`src/rtl/sd_clock_ctrl.sv`:
```
// sd_clock_ctrl: decodes SDHCI Clock Control writes, sequences the divider
// reset/settle handshake and gates the card clock only while sd_clk is low.
module sd_clock_ctrl #(
    parameter int SETTLE_CYC = 16,
    parameter int DIV_W      = 8
) (
    input  logic             AXI_CLOCK,
    input  logic             AXI_RST,
    input  logic [15:0]      clk_ctrl_wdata,
    input  logic             clk_ctrl_we,
    input  logic             div_stable,
    input  logic             sd_clk_in,
    output logic             div_rst_n,
    output logic [DIV_W-1:0] DIVISOR,
    output logic             sd_clk_en,
    output logic [15:0]      clk_ctrl_rdata,
    output logic             busy
);

    localparam int               CNT_W    = (SETTLE_CYC > 2) ? $clog2(SETTLE_CYC) : 1;
    localparam logic [CNT_W-1:0] CNT_INIT = CNT_W'(SETTLE_CYC - 1);

    typedef enum logic [2:0] {
        ST_OFF     = 3'd0,
        ST_SETTLE  = 3'd1,
        ST_STABLE  = 3'd2,
        ST_EN_WAIT = 3'd3,
        ST_RUN     = 3'd4,
        ST_GATE    = 3'd5,
        ST_RELOAD  = 3'd6
    } state_t;

    // N==0 behaves like N==1 so the card clock never stops on a zero select.
    function automatic logic [DIV_W-1:0] div_map(input logic [7:0] n);
        logic [DIV_W-1:0] d;
        if (n == 8'd0) begin
            d = {DIV_W{1'b0}};
        end else begin
            d = DIV_W'(n - 8'd1);
        end
        return d;
    endfunction

    state_t           state_r, state_s;
    logic [15:0]      ctrl_r;
    logic [7:0]       n_applied_r;
    logic [CNT_W-1:0] cnt_r, cnt_s;
    logic             stable_r;
    logic             load_s, ice_s, sce_s, chg_s;
    logic             div_on_s, stable_s, en_s, busy_s;
    logic             ctrl_unused_s;

    assign ice_s         = ctrl_r[0];
    assign sce_s         = ctrl_r[2];
    assign chg_s         = (ctrl_r[15:8] != n_applied_r);
    assign ctrl_unused_s = ^{ctrl_r[7:3], ctrl_r[1]};

    // Next-state logic; priority in every state is ICE=0, then freq change, then SCE.
    always_comb begin
        state_s = state_r;
        cnt_s   = cnt_r;
        load_s  = 1'b0;
        case (state_r)
            ST_OFF: begin
                if (ice_s) begin
                    state_s = ST_SETTLE;
                    load_s  = 1'b1;
                    cnt_s   = CNT_INIT;
                end else begin
                    state_s = ST_OFF;
                end
            end
            ST_SETTLE: begin
                if (!ice_s) begin
                    state_s = ST_OFF;
                end else if (cnt_r != {CNT_W{1'b0}}) begin
                    cnt_s = cnt_r - CNT_W'(1);
                end else if (div_stable) begin
                    state_s = ST_STABLE;
                end else begin
                    state_s = ST_SETTLE;
                end
            end
            ST_STABLE: begin
                if (!ice_s) begin
                    state_s = ST_OFF;
                end else if (chg_s) begin
                    state_s = ST_RELOAD;
                    load_s  = 1'b1;
                end else if (sce_s) begin
                    state_s = ST_EN_WAIT;
                end else begin
                    state_s = ST_STABLE;
                end
            end
            ST_EN_WAIT: begin
                if (!ice_s || !sce_s || chg_s) begin
                    state_s = ST_STABLE;
                end else if (!sd_clk_in) begin
                    state_s = ST_RUN;
                end else begin
                    state_s = ST_EN_WAIT;
                end
            end
            ST_RUN: begin
                if (!ice_s || !sce_s || chg_s) begin
                    state_s = ST_GATE;
                end else begin
                    state_s = ST_RUN;
                end
            end
            ST_GATE: begin
                if (sd_clk_in) begin
                    state_s = ST_GATE;
                end else if (!ice_s) begin
                    state_s = ST_OFF;
                end else if (chg_s) begin
                    state_s = ST_RELOAD;
                    load_s  = 1'b1;
                end else begin
                    state_s = ST_STABLE;
                end
            end
            ST_RELOAD: begin
                state_s = ST_SETTLE;
                cnt_s   = CNT_INIT;
            end
            default: begin
                state_s = ST_OFF;
            end
        endcase
    end

    // Outputs are decoded from the next state so the registered copies line up with it.
    always_comb begin
        div_on_s = (state_s != ST_OFF) && (state_s != ST_RELOAD);
        stable_s = (state_s == ST_STABLE) || (state_s == ST_EN_WAIT) ||
                   (state_s == ST_RUN)    || (state_s == ST_GATE);
        en_s     = (state_s == ST_RUN) || (state_s == ST_GATE);
        busy_s   = !((state_s == ST_OFF) || (state_s == ST_STABLE) || (state_s == ST_RUN));
    end

    // State, control shadow, divisor load and registered outputs.
    always_ff @(posedge AXI_CLOCK or negedge AXI_RST) begin
        if (!AXI_RST) begin
            state_r        <= ST_OFF;
            ctrl_r         <= 16'h0000;
            n_applied_r    <= 8'h00;
            cnt_r          <= {CNT_W{1'b0}};
            stable_r       <= 1'b0;
            DIVISOR        <= {DIV_W{1'b0}};
            div_rst_n      <= 1'b0;
            sd_clk_en      <= 1'b0;
            busy           <= 1'b0;
            clk_ctrl_rdata <= 16'h0000;
        end else begin
            state_r   <= state_s;
            cnt_r     <= cnt_s;
            stable_r  <= stable_s;
            div_rst_n <= div_on_s;
            sd_clk_en <= en_s;
            busy      <= busy_s;
            if (clk_ctrl_we) begin
                ctrl_r <= clk_ctrl_wdata;
            end else begin
                ctrl_r <= ctrl_r;
            end
            if (load_s) begin
                DIVISOR     <= div_map(ctrl_r[15:8]);
                n_applied_r <= ctrl_r[15:8];
            end else begin
                DIVISOR     <= DIVISOR;
                n_applied_r <= n_applied_r;
            end
            clk_ctrl_rdata <= {ctrl_r[15:8], 5'b00000, ctrl_r[2], stable_r, ctrl_r[0]};
        end
    end

endmodule
```
`config.mk`:
```
export PLATFORM = sky130hd
export DESIGN_NAME = sd_clock_ctrl
export DESIGN_NICKNAME = d
export VERILOG_FILES = /design/src/rtl/sd_clock_ctrl.sv
export SDC_FILE = /design/constraint.sdc
export NUM_CORES = 1
export LEC_CHECK = 0
export CAP_MARGIN = 20
export CORE_MARGIN = 4
export CORE_UTILIZATION = 54
export CTS_CLUSTER_DIAMETER = 50
export DETAILED_ROUTE_END_ITERATION = 10
export GPL_TIMING_DRIVEN = 0
export PLACE_DENSITY = 0.93
export SLEW_MARGIN = 10
export SYNTH_ARGS = -nofsm -noshare
export SYNTH_HDL_FRONTEND = slang
export SYNTH_SLANG_ARGS = --single-unit
```
`constraint.sdc`:
```
create_clock -name AXI_CLOCK -period 3.75 [get_ports AXI_CLOCK]
set_input_delay 0.75 -clock AXI_CLOCK [delete_from_list [all_inputs] [get_ports AXI_CLOCK]]
set_output_delay 0.75 -clock AXI_CLOCK [all_outputs]
set_load 0.01 [all_outputs]
```
==> impl_metrics.env <==
export IMPL_wl_met3_um=169
export IMPL_hold_path_class="register to register"
export IMPL_netSwitchingPower_mw=0.632
export IMPL_p_int_mw=1.31
export IMPL_yosys_warnings=0
export IMPL_reg2reg_depth=9
export IMPL_worstSetupPathType="input port to register"
export IMPL_h_tree_depth=2
export IMPL_clock_latency_ns=0.31
export IMPL_yosysSeqAreaShare_pct=54.4
export IMPL_wl_met2_mm=2.14
export IMPL_die_h_um=72.0
export IMPL_ff2ff_setup_slack_ns=1.31
export IMPL_grt_max_degree=31
export IMPL_die_w_um=72.0
export IMPL_ant_nets=0
export IMPL_grt_pass1_wl_mm=7.13
export IMPL_critPathArrivalTime_ns=2.88
export IMPL_place_congestion=0.823
export IMPL_final_layout_size_suffix_gt1_share_pct=17.6
export IMPL_critPathMaxFanout=10
export IMPL_power_density_nw_per_um2=705
export IMPL_final_cell_mix="dfrtp_1, clkdlybuf4s50_1, nor2_1, xnor2_1, nand2_1"
export IMPL_clockPowerShare_pct=16.2
export IMPL_seq_power_share_pct=41.9
export IMPL_worstPathRequired_ns=3.94
export IMPL_status="finished clean"
export IMPL_drt_iter0_drc=113
export IMPL_p_leak_nw=1.19
export IMPL_nets=249
export IMPL_rows=22
export IMPL_dp_hpwl_mm=2.92
export IMPL_cts_resized=0
export IMPL_p_sw_share_pct=32.6
export IMPL_yosys_register_bits=48
export IMPL_pin_count=48
export IMPL_maxSlewViolCount=0
export IMPL_drcViolationCount=0
export IMPL_top_layer="met4"
export IMPL_async_flop_share_pct=100
export IMPL_core_area_um2=3800
export IMPL_grt_overflow_total=0
export IMPL_cts_setup_buffers=0
export IMPL_area_delta_synth_final_pct=24.5
export IMPL_synth_edf_count=0
export IMPL_slew_headroom_pct=41.5
export IMPL_cts_buffers=5
export IMPL_tns_ns=0
export IMPL_holdWs_ns=0.367
export IMPL_cts_tree="yes"
export IMPL_combPwrFrac_pct=41.9
export IMPL_wire_per_inst_um=15.5
export IMPL_dr_pass1_iters=4
export IMPL_max_slew_worst_pin_slew_ns=0.870
export IMPL_clkTransAtPathRegs_ns=0.08
export IMPL_clockBufferDepth=2
export IMPL_postRouteWirelength_mm=4.27
export IMPL_vias=1451
export IMPL_nFillCells=273
export IMPL_r2r_end="DIVISOR[1]"
export IMPL_finalClockSkew_ns=0.00360
export IMPL_antenna_cells=0
export IMPL_vias_per_cell=5.28
export IMPL_hold_buffers=0
export IMPL_grt_use_total_pct=18.4
export IMPL_max_cap_violations=0
export IMPL_clock_sinks=48
export IMPL_grt_antenna_before_repair=0
export IMPL_die_area_um2=5180
export IMPL_syn_area_um2=2210
export IMPL_regArea_um2=1200
export IMPL_rsz0062_at_grt="false"
export IMPL_hold_start="stable_r"
export IMPL_multi_input_area_um2=915
export IMPL_irDropWorstVdd_v=0.000306
export IMPL_worst_setup_path_start_kind="input port"
export IMPL_total_power_mw=1.94
export IMPL_finalCritPeriodShare_pct=71.7
export IMPL_layout_commonest_cell="dfrtp_1"
export IMPL_hold_end="clk_ctrl_rdata[1]"
export IMPL_yosys_most_used_dff="dfrtp_1"
export IMPL_io_buffers=36
export IMPL_postSynthAreaPerCell_um2=12.4
export IMPL_synth_cell_types=44
export IMPL_hold_viol=0
export IMPL_floorplan_initialDensity_pct=58.1
export IMPL_first_global_vias=1541
export IMPL_cts_root_buffer_cell="clkbuf_8"
export IMPL_post_route_min_period_ns=2.69
export IMPL_r2r_start="cnt_r[0]"
export IMPL_syn_inst=178
export IMPL_setup_viol=0
export IMPL_hold_depth=0
export IMPL_end_kind="register"
export IMPL_drt_met1_wl_mm=1.86
export IMPL_clock_fmax_mhz=372
kinds of logic after synthesis:
family / count (synthesis) / synth area share (%)
other cells: 1 / 0.170
mux: 27 / 15.1
flops: 48 / 54.4
compound gates: 23 / 8.10
xor+xnor: 14 / 5.89
simple gates: 44 / 10.4
buf+inv: 19 / 4.87
fa+ha+maj: 2 / 1.13
stage by stage:
| stage | area [um^2] | util [%] | cells | worst slack (ns) |
|---|---|---|---|---|
| after floorplan | 2220 | - | 182 | 1.51 |
| after global placement | 2640 | 69.6 | 266 | 0.721 |
| after detailed placement | 2660 | 70.0 | 267 | 0.784 |
| after CTS | 2750 | 72.4 | 275 | 1.09 |
| after global routing | 2750 | 72.4 | 275 | 0.977 |
| final | 2750 | 72.4 | 275 | 1.06 |
power by group through the flow:
stage               registers, mW  clock network (mW)  logic (mW)
global route                0.836               0.337       0.885
floorplan                   0.827                   0       0.510
detailed placement          0.818                   0       0.808
finish                      0.812               0.314       0.813
CTS                         0.811               0.320       0.823
global placement            0.806                   0       0.777
area by class of cell:
class	count	area share (%)
Tap cell	48	2.18
Clock buffer	8	3.28
Inverter	8	1.09
Multi-Input combinational cell	115	33.3
Sequential cell	48	43.7
Timing Repair Buffer	37	13.7
Buffer	11	2.82
critical path, stage by stage:
cell and delay (ns):
clkdlybuf4s50_1 0.50, nor4bb_1 0.28, o21ai_0 0.10, o21ai_1 0.23, o221ai_4 0.19, o31ai_2 0.22, buf_6 0.28, mux2_4 0.32
registers in the layout, indices dropped and copies added (netlist names):
signal	flops
DIVISOR	8
state_r	3
busy	1
stable_r	1
clk_ctrl_rdata	11
ctrl_r	10
sd_clk_en	1
cnt_r	4
div_rst_n	1
n_applied_r	8
routing by layer:
| layer | vias to the layer above | global-route usage (%) |
|---|---|---|
| li1 | 696 | - |
| met1 | 708 | 22.9 |
| met2 | 39 | 30.1 |
| met3 | 8 | 3.32 |
| met4 | 0 | 10.9 |
| met5 | - | 0 |
how the worst max path moves through the flow:
stage | start | end | slack [ns] | cells after the start
3_3_place_gp | AXI_RST | div_rst_n | 0.72 | 1
3_5_place_dp | sd_clk_in | DIVISOR[5] | 0.78 | 8
2_1_floorplan | sd_clk_in | DIVISOR[0] | 1.51 | 7
6_report | sd_clk_in | DIVISOR[1] | 1.06 | 8
4_1_cts | sd_clk_in | DIVISOR[1] | 1.09 | 8
5_1_grt | sd_clk_in | DIVISOR[1] | 0.98 | 8
cell usage after synthesis (2+ instances only):
cell type,number,area (um^2)
xor2_1,3,26.3
nor2_1,12,45.0
buf_4,5,37.5
xnor2_1,10,87.6
nand2_1,10,37.5
ha_1,2,25.0
a21oi_1,2,10.0
dfrtp_1,48,1200
mux2_1,6,67.6
mux2i_1,4,40.0
nor3_1,4,20.0
nand2b_1,2,12.5
o221a_2,2,22.5
mux2_4,9,135
nor2b_1,5,31.3
o21ai_0,5,25.0
inv_1,8,30.0
mux2_2,8,90.1
buf_6,2,22.5
o21ai_1,3,15.0
a22oi_1,3,22.5
nand4_1,2,12.5
buf_2,2,10.0
Power figures use the tool's default switching activity.
